<file path="src/rtl/vga_vidout.sv">
// ============================================================================
// Module  : vga_vidout
// Brief   : 640x480@60 VGA timing, VRAM fetch/snoop bus arbitration and a
//           centred monochrome frame-buffer serialiser.
// Revision: 1.0 - initial release
// ============================================================================
`default_nettype none

module vga_vidout #(
  parameter int H_OFFSET  = 64,
  parameter int V_OFFSET  = 69,
  parameter int SE_WIDTH  = 512,
  parameter int SE_HEIGHT = 342
) (
  input  logic        pixClock,
  input  logic        nReset,
  input  logic        vidBufSel,
  input  logic [14:0] snpAddr,
  input  logic [7:0]  snpData,
  input  logic        nsnpWE,
  input  logic        nsnpCE0,
  input  logic        nsnpCE1,
  input  logic [7:0]  vramDataIn,
  output logic [2:0]  seq,
  output logic [14:0] vramAddr,
  output logic [7:0]  vramDataOut,
  output logic        vramDataOE,
  output logic        nvramWE,
  output logic        nvramOE,
  output logic        nvramCE0,
  output logic        nvramCE1,
  output logic        vidOut,
  output logic        nhSync,
  output logic        nvSync
);

  localparam logic [9:0] c_H_LAST     = 10'd799;
  localparam logic [9:0] c_V_LAST     = 10'd524;
  localparam logic [9:0] c_HS_FIRST   = 10'd656;
  localparam logic [9:0] c_HS_LAST    = 10'd751;
  localparam logic [9:0] c_VS_FIRST   = 10'd490;
  localparam logic [9:0] c_VS_LAST    = 10'd491;
  localparam logic [9:0] c_HA_FIRST   = 10'(H_OFFSET);
  localparam logic [9:0] c_HA_LAST    = 10'(H_OFFSET + SE_WIDTH - 1);
  localparam logic [9:0] c_VA_FIRST   = 10'(V_OFFSET);
  localparam logic [9:0] c_VA_LAST    = 10'(V_OFFSET + SE_HEIGHT - 1);
  localparam logic [9:0] c_FE_FIRST   = 10'(H_OFFSET - 8);
  localparam logic [9:0] c_FE_LAST    = 10'(H_OFFSET + SE_WIDTH - 16);
  localparam logic [9:0] c_FA_RSTLINE = 10'(V_OFFSET - 1);

  logic [9:0]  r_hCount;
  logic [9:0]  r_vCount;
  logic [14:0] r_fetchAddr;
  logic [7:0]  r_hold;
  logic [7:0]  r_shift;
  logic        r_bufSel;
  logic        r_vidOut;
  logic        r_nhSync;
  logic        r_nvSync;

  logic [9:0]  w_hNext;
  logic        w_hActive;
  logic        w_vActive;
  logic        w_fetch;
  logic        w_loadShift;

  assign w_hNext   = (r_hCount == c_H_LAST) ? 10'd0 : r_hCount + 10'd1;
  assign w_hActive = (r_hCount >= c_HA_FIRST) && (r_hCount <= c_HA_LAST);
  assign w_vActive = (r_vCount >= c_VA_FIRST) && (r_vCount <= c_VA_LAST);

  // One byte is fetched a full cell ahead of the pixels it feeds.
  assign w_fetch = nReset && w_vActive && (r_hCount[2:0] == 3'd0) &&
                   (r_hCount >= c_FE_FIRST) && (r_hCount <= c_FE_LAST);

  assign w_loadShift = (w_hNext[2:0] == 3'd0) &&
                       (w_hNext >= c_HA_FIRST) && (w_hNext <= c_HA_LAST);

  always_ff @(negedge pixClock or negedge nReset) begin
    if (!nReset) begin
      r_hCount    <= 10'd0;
      r_vCount    <= 10'd0;
      r_fetchAddr <= 15'd0;
      r_hold      <= 8'd0;
      r_shift     <= 8'd0;
      r_bufSel    <= 1'b1;
      r_vidOut    <= 1'b0;
      r_nhSync    <= 1'b1;
      r_nvSync    <= 1'b1;
    end else begin
      r_hCount <= w_hNext;
      if (r_hCount == c_H_LAST) begin
        r_vCount <= (r_vCount == c_V_LAST) ? 10'd0 : r_vCount + 10'd1;
      end

      // Buffer choice is latched once per line so a mid-line flip cannot tear.
      if (r_hCount == 10'd0) begin
        r_bufSel <= vidBufSel;
      end

      if ((r_hCount == c_H_LAST) && (r_vCount == c_FA_RSTLINE)) begin
        r_fetchAddr <= 15'd0;
      end else if (w_fetch) begin
        r_fetchAddr <= r_fetchAddr + 15'd1;
        r_hold      <= vramDataIn;
      end

      if (w_loadShift) begin
        r_shift <= r_hold;
      end else begin
        r_shift <= {r_shift[6:0], 1'b0};
      end

      // Mac frame buffer stores 1 = black.
      r_vidOut <= (w_hActive && w_vActive) ? ~r_shift[7] : 1'b0;
      r_nhSync <= ~((r_hCount >= c_HS_FIRST) && (r_hCount <= c_HS_LAST));
      r_nvSync <= ~((r_vCount >= c_VS_FIRST) && (r_vCount <= c_VS_LAST));
    end
  end

  always_comb begin
    vramAddr    = snpAddr;
    vramDataOut = snpData;
    vramDataOE  = ~nsnpWE;
    nvramWE     = nsnpWE;
    nvramOE     = 1'b1;
    nvramCE0    = nsnpCE0;
    nvramCE1    = nsnpCE1;
    if (w_fetch) begin
      vramAddr   = r_fetchAddr;
      vramDataOE = 1'b0;
      nvramWE    = 1'b1;
      nvramOE    = 1'b0;
      nvramCE1   = ~r_bufSel;
      nvramCE0   = r_bufSel;
    end
  end

  assign seq    = r_hCount[2:0];
  assign vidOut = r_vidOut;
  assign nhSync = r_nhSync;
  assign nvSync = r_nvSync;

endmodule

`default_nettype wire

</file>
<file path="config.mk">
export PLATFORM = sky130hd
export DESIGN_NAME = vga_vidout
export DESIGN_NICKNAME = d
export VERILOG_FILES = /design/src/rtl/vga_vidout.sv
export SDC_FILE = /design/constraint.sdc
export NUM_CORES = 1
export LEC_CHECK = 0
export BUFFER_PORTS_ARGS = -buffer_cell sky130_fd_sc_hd__buf_2
export CAP_MARGIN = 20
export CORE_MARGIN = 2
export CORE_UTILIZATION = 43
export DETAILED_ROUTE_END_ITERATION = 10
export PLACE_DENSITY = 0.66
export SETUP_SLACK_MARGIN = 0.5
export SLEW_MARGIN = 20
export SYNTH_ARGS = -nofsm -noshare
export SYNTH_HDL_FRONTEND = slang
export SYNTH_SLANG_ARGS = --single-unit
</file>
<file path="constraint.sdc">
create_clock -name pixClock -period 3.7 [get_ports pixClock]
set_input_delay 0.185 -clock pixClock [delete_from_list [all_inputs] [get_ports pixClock]]
set_output_delay 0.185 -clock pixClock [all_outputs]
set_load 0.05 [all_outputs]
</file>
==> run_results.csv <==
group,metric,value,unit
yosys,syn_avg_cell_area,10.18,sq um
floorplanning,die_h,88.30,microns
global_routing,grt_max_degree,56,
cells_and_area,diodes,0,
drt,post_drt_via_cell_ratio,5.147,
power_and_ir_drop,irDropWorstVdd,0.1545,mV
clock_network,cts_tree,"built",
yosys,synthCells,300,
sta,setup_viol,20,
setup_path,cp.required,3.51,ns
yosys,synth_top_area_share,42.59,%
yosys,ys_top_cells_by_area,"dfrtn_1 43%, mux2_2 9.2%, ha_1 3.7%",
drt,vias,2455,
yosys,synth_area_leader_cell,"dfrtn_1",
placed_design,port_buffers,54,
drt,drc,0,
floorplanning,ioPinCount,71,
setup_path,worstPathMaxFanout,11,
drt,avgRoutedWirePerCell,14.90,microns
floorplanning,rows,30,
setup_path,end_kind,"output port",
placed_design,dpl.hpwl,4.755,mm
global_routing,overflow,0,
floorplanning,die_w,88.30,microns
setup_path,cp_slowest_stage_delay,0.43,ns
clock_network,clk_latency,0.38,ns
clock_network,htree_num_levels,2,
setup_path,cp.arrival,4.39,ns
yosys,synth-seq-cells,55,
cells_and_area,syn2layout_area_growth,36.77,%
floorplanning,fp.coreArea,6832,sq um
sta,finalHoldViolCount,0,
global_routing,antenna_found_initial,0,
placed_design,gp_congestion,0.7865,
power_and_ir_drop,power_density,264.3,nW/um^2
status,failed_checks,"negative setup slack",
yosys,yosysWarnings,0,
global_routing,grtUsageTotal,17.90,%
clock_network,cts_hold_buf,0,
clock_network,ctsRootBufferMaster,"clkbuf_8",
sta,rsz0062_at_grt,"yes",
clock_network,path_clk_slew,0.07,ns
setup_path,cpMostUsedCell,"inv_2",
global_routing,grt_pass1_vias,2378,
yosys,syn-num-nets,346,
floorplanning,die-area,7796,sq um
setup_path,path_cells,"inv_2, ha_4, nand2b_4, a2111o_1, a211oi_4, nor4_4, inv_2, buf_12, mux2_4, buf_6",
clock_network,cts_buffers,5,
sta,fin_skew,0.06893,ns
yosys,synth_area,3055,sq um
yosys,synth.distinct_cells,39,
yosys,synth.yosys.seq_area_share,45.17,%
sta,relSlewSlack,39.99,%
placed_design,placed_cells,457,
setup_path,regToRegSetupSlack,0.90,ns
yosys,dominantRegCellSynth,"dfrtn_1",
sta,setup_ws,-0.8791,ns
setup_path,crit_type,"reg2out",
global_routing,grt_pass1_wl,11.01,mm
drt,drt-total-wl,7.106,mm
cells_and_area,drive_gt1_share,46.72,%
run,cap_violations,0,
yosys,synthArstFlopShare,100.0,%
yosys,synth_edf_count,0,
setup_path,cp-start-kind,"flip-flop",
power_and_ir_drop,p_leak,0.002046,uW
clock_network,clkSinkCount,55,
clock_network,clockBufferDepth,2,
drt,ant_nets,0,
drt,first_pass_iters,4,
hold_path,min_path_type,"in2out",
sta,drv_slew,0,
sta,worst_pin_slew,0.8919,ns
cells_and_area,nets,426,
drt,drt_iter0_markers,91,
status,status,"complete, but fails checks",
floorplanning,start_util,44.73,%
sta,hold_ws,0.3700,ns
setup_path,slowest_stage,"dfrtn_1",
cells_and_area,fin_cells,477,
power breakdown:
part           switching, uW  total (uW)  internal [uW]
clock                    241         388            147
sequential             0.926         606            605
combinational           64.8         110           45.5
cell usage in the layout, fill, tap and decap left out, drive strengths merged, types with 7 or more instances in the layout:
master	synthesis	final
nor4	7	7
clkbuf	10	8
a21oi	16	16
o21ai	16	16
inv	13	15
dfrtn	52	52
and3	7	7
nor2	13	13
or3	10	10
ha	9	9
buf	19	97
mux2	32	32
xnor2	7	7
nand3	11	11
nand2	23	23
routing by layer:
layer  GRT usage [%]  wire length (microns)  up-vias
met5               0                      0        -
met4           5.096                     95        0
met3           3.265                    256        8
met2           29.94                   3621       55
met1           23.95                   3133     1186
li1                -                      -     1206
worst max-delay path: cells and delay by family, from the launching register on:
kind | cells | cell delay, ns
muxes | 1 | 0.31
and+or+nand+nor | 2 | 0.19
buffers and inverters | 4 | 0.48
adders and majority gates | 1 | 0.15
DFF | 1 | 0.43
AOI/OAI and AO/OA | 2 | 0.67
final cells by class:
cell class	instances	area, sq um
Fill cell	575	2653
Multi-Input combinational cell	203	1693
Sequential cell	55	1380
Timing Repair Buffer	100	823.3
Tap cell	96	120.1
Clock buffer	5	68.82
Inverter	12	48.80
Clock inverter	6	45.04
through the flow:
step	util, %	cell area [sq um]	worst slack [ns]	setup TNS [ns]	total power (uW)
floorplan	-	3223	-0.7774	-10.39	703.4
global placement	54.14	3699	-0.6307	-11.82	716.3
CTS	58.55	4000	-0.9371	-17.64	1116
detailed placement	54.14	3699	-0.6884	-12.84	717.4
global route	61.17	4179	-0.9689	-18.28	1144
finish	61.17	4179	-0.8791	-16.51	1105
cell families (layout without fill, tap and decap cells):
logic type	count (synthesis)	after routing	synth area share (%)
adders and majority gates	9	9	3.686
DFF	55	55	45.17
muxes	33	33	12.98
AOI/OAI and AO/OA	46	46	9.050
and+or+nand+nor	103	103	18.47
xor gates and xnor gates	12	12	3.440
buffers and inverters	42	123	7.207
flip-flops by register name, indices dropped and copies added, names as in the netlist:
signal,cells
r_hCount,10
r_bufSel,1
r_hold,8
r_shift,8
nhSync,1
vidOut,1
r_fetchAddr,15
nvSync,1
r_vCount,10
final timing paths:
check / from / end / cells after the start
worst max-delay path: r_vCount[1] / nvramCE0 / 10
worst min-delay path: snpData[4] / vramDataOut[4] / 0
worst max register to register: r_hCount[0] / r_shift[2] / 8
worst min register to register: r_hCount[1] / r_hCount[1] / 2
max in group asynchronous: nReset / nvSync / 2
min in group asynchronous: nReset / r_fetchAddr[1] / 2
synth_stat cells, types with 9 or more instances:
cell       n
a21oi_1   15
buf_4     13
clkbuf_1  10
dfrtn_1   52
ha_1       9
inv_1     13
mux2_2    25
nand2_1   23
nand3_1   11
nor2_1    13
o21ai_0   16
or3_1     10
timing repair:
action	CTS	global route
gates cloned	0	1
resized for setup	47	40
setup buffers	7	2
pin swaps	10	3
setup endpoints to repair	22	41
Power figures use the tool's default switching activity.
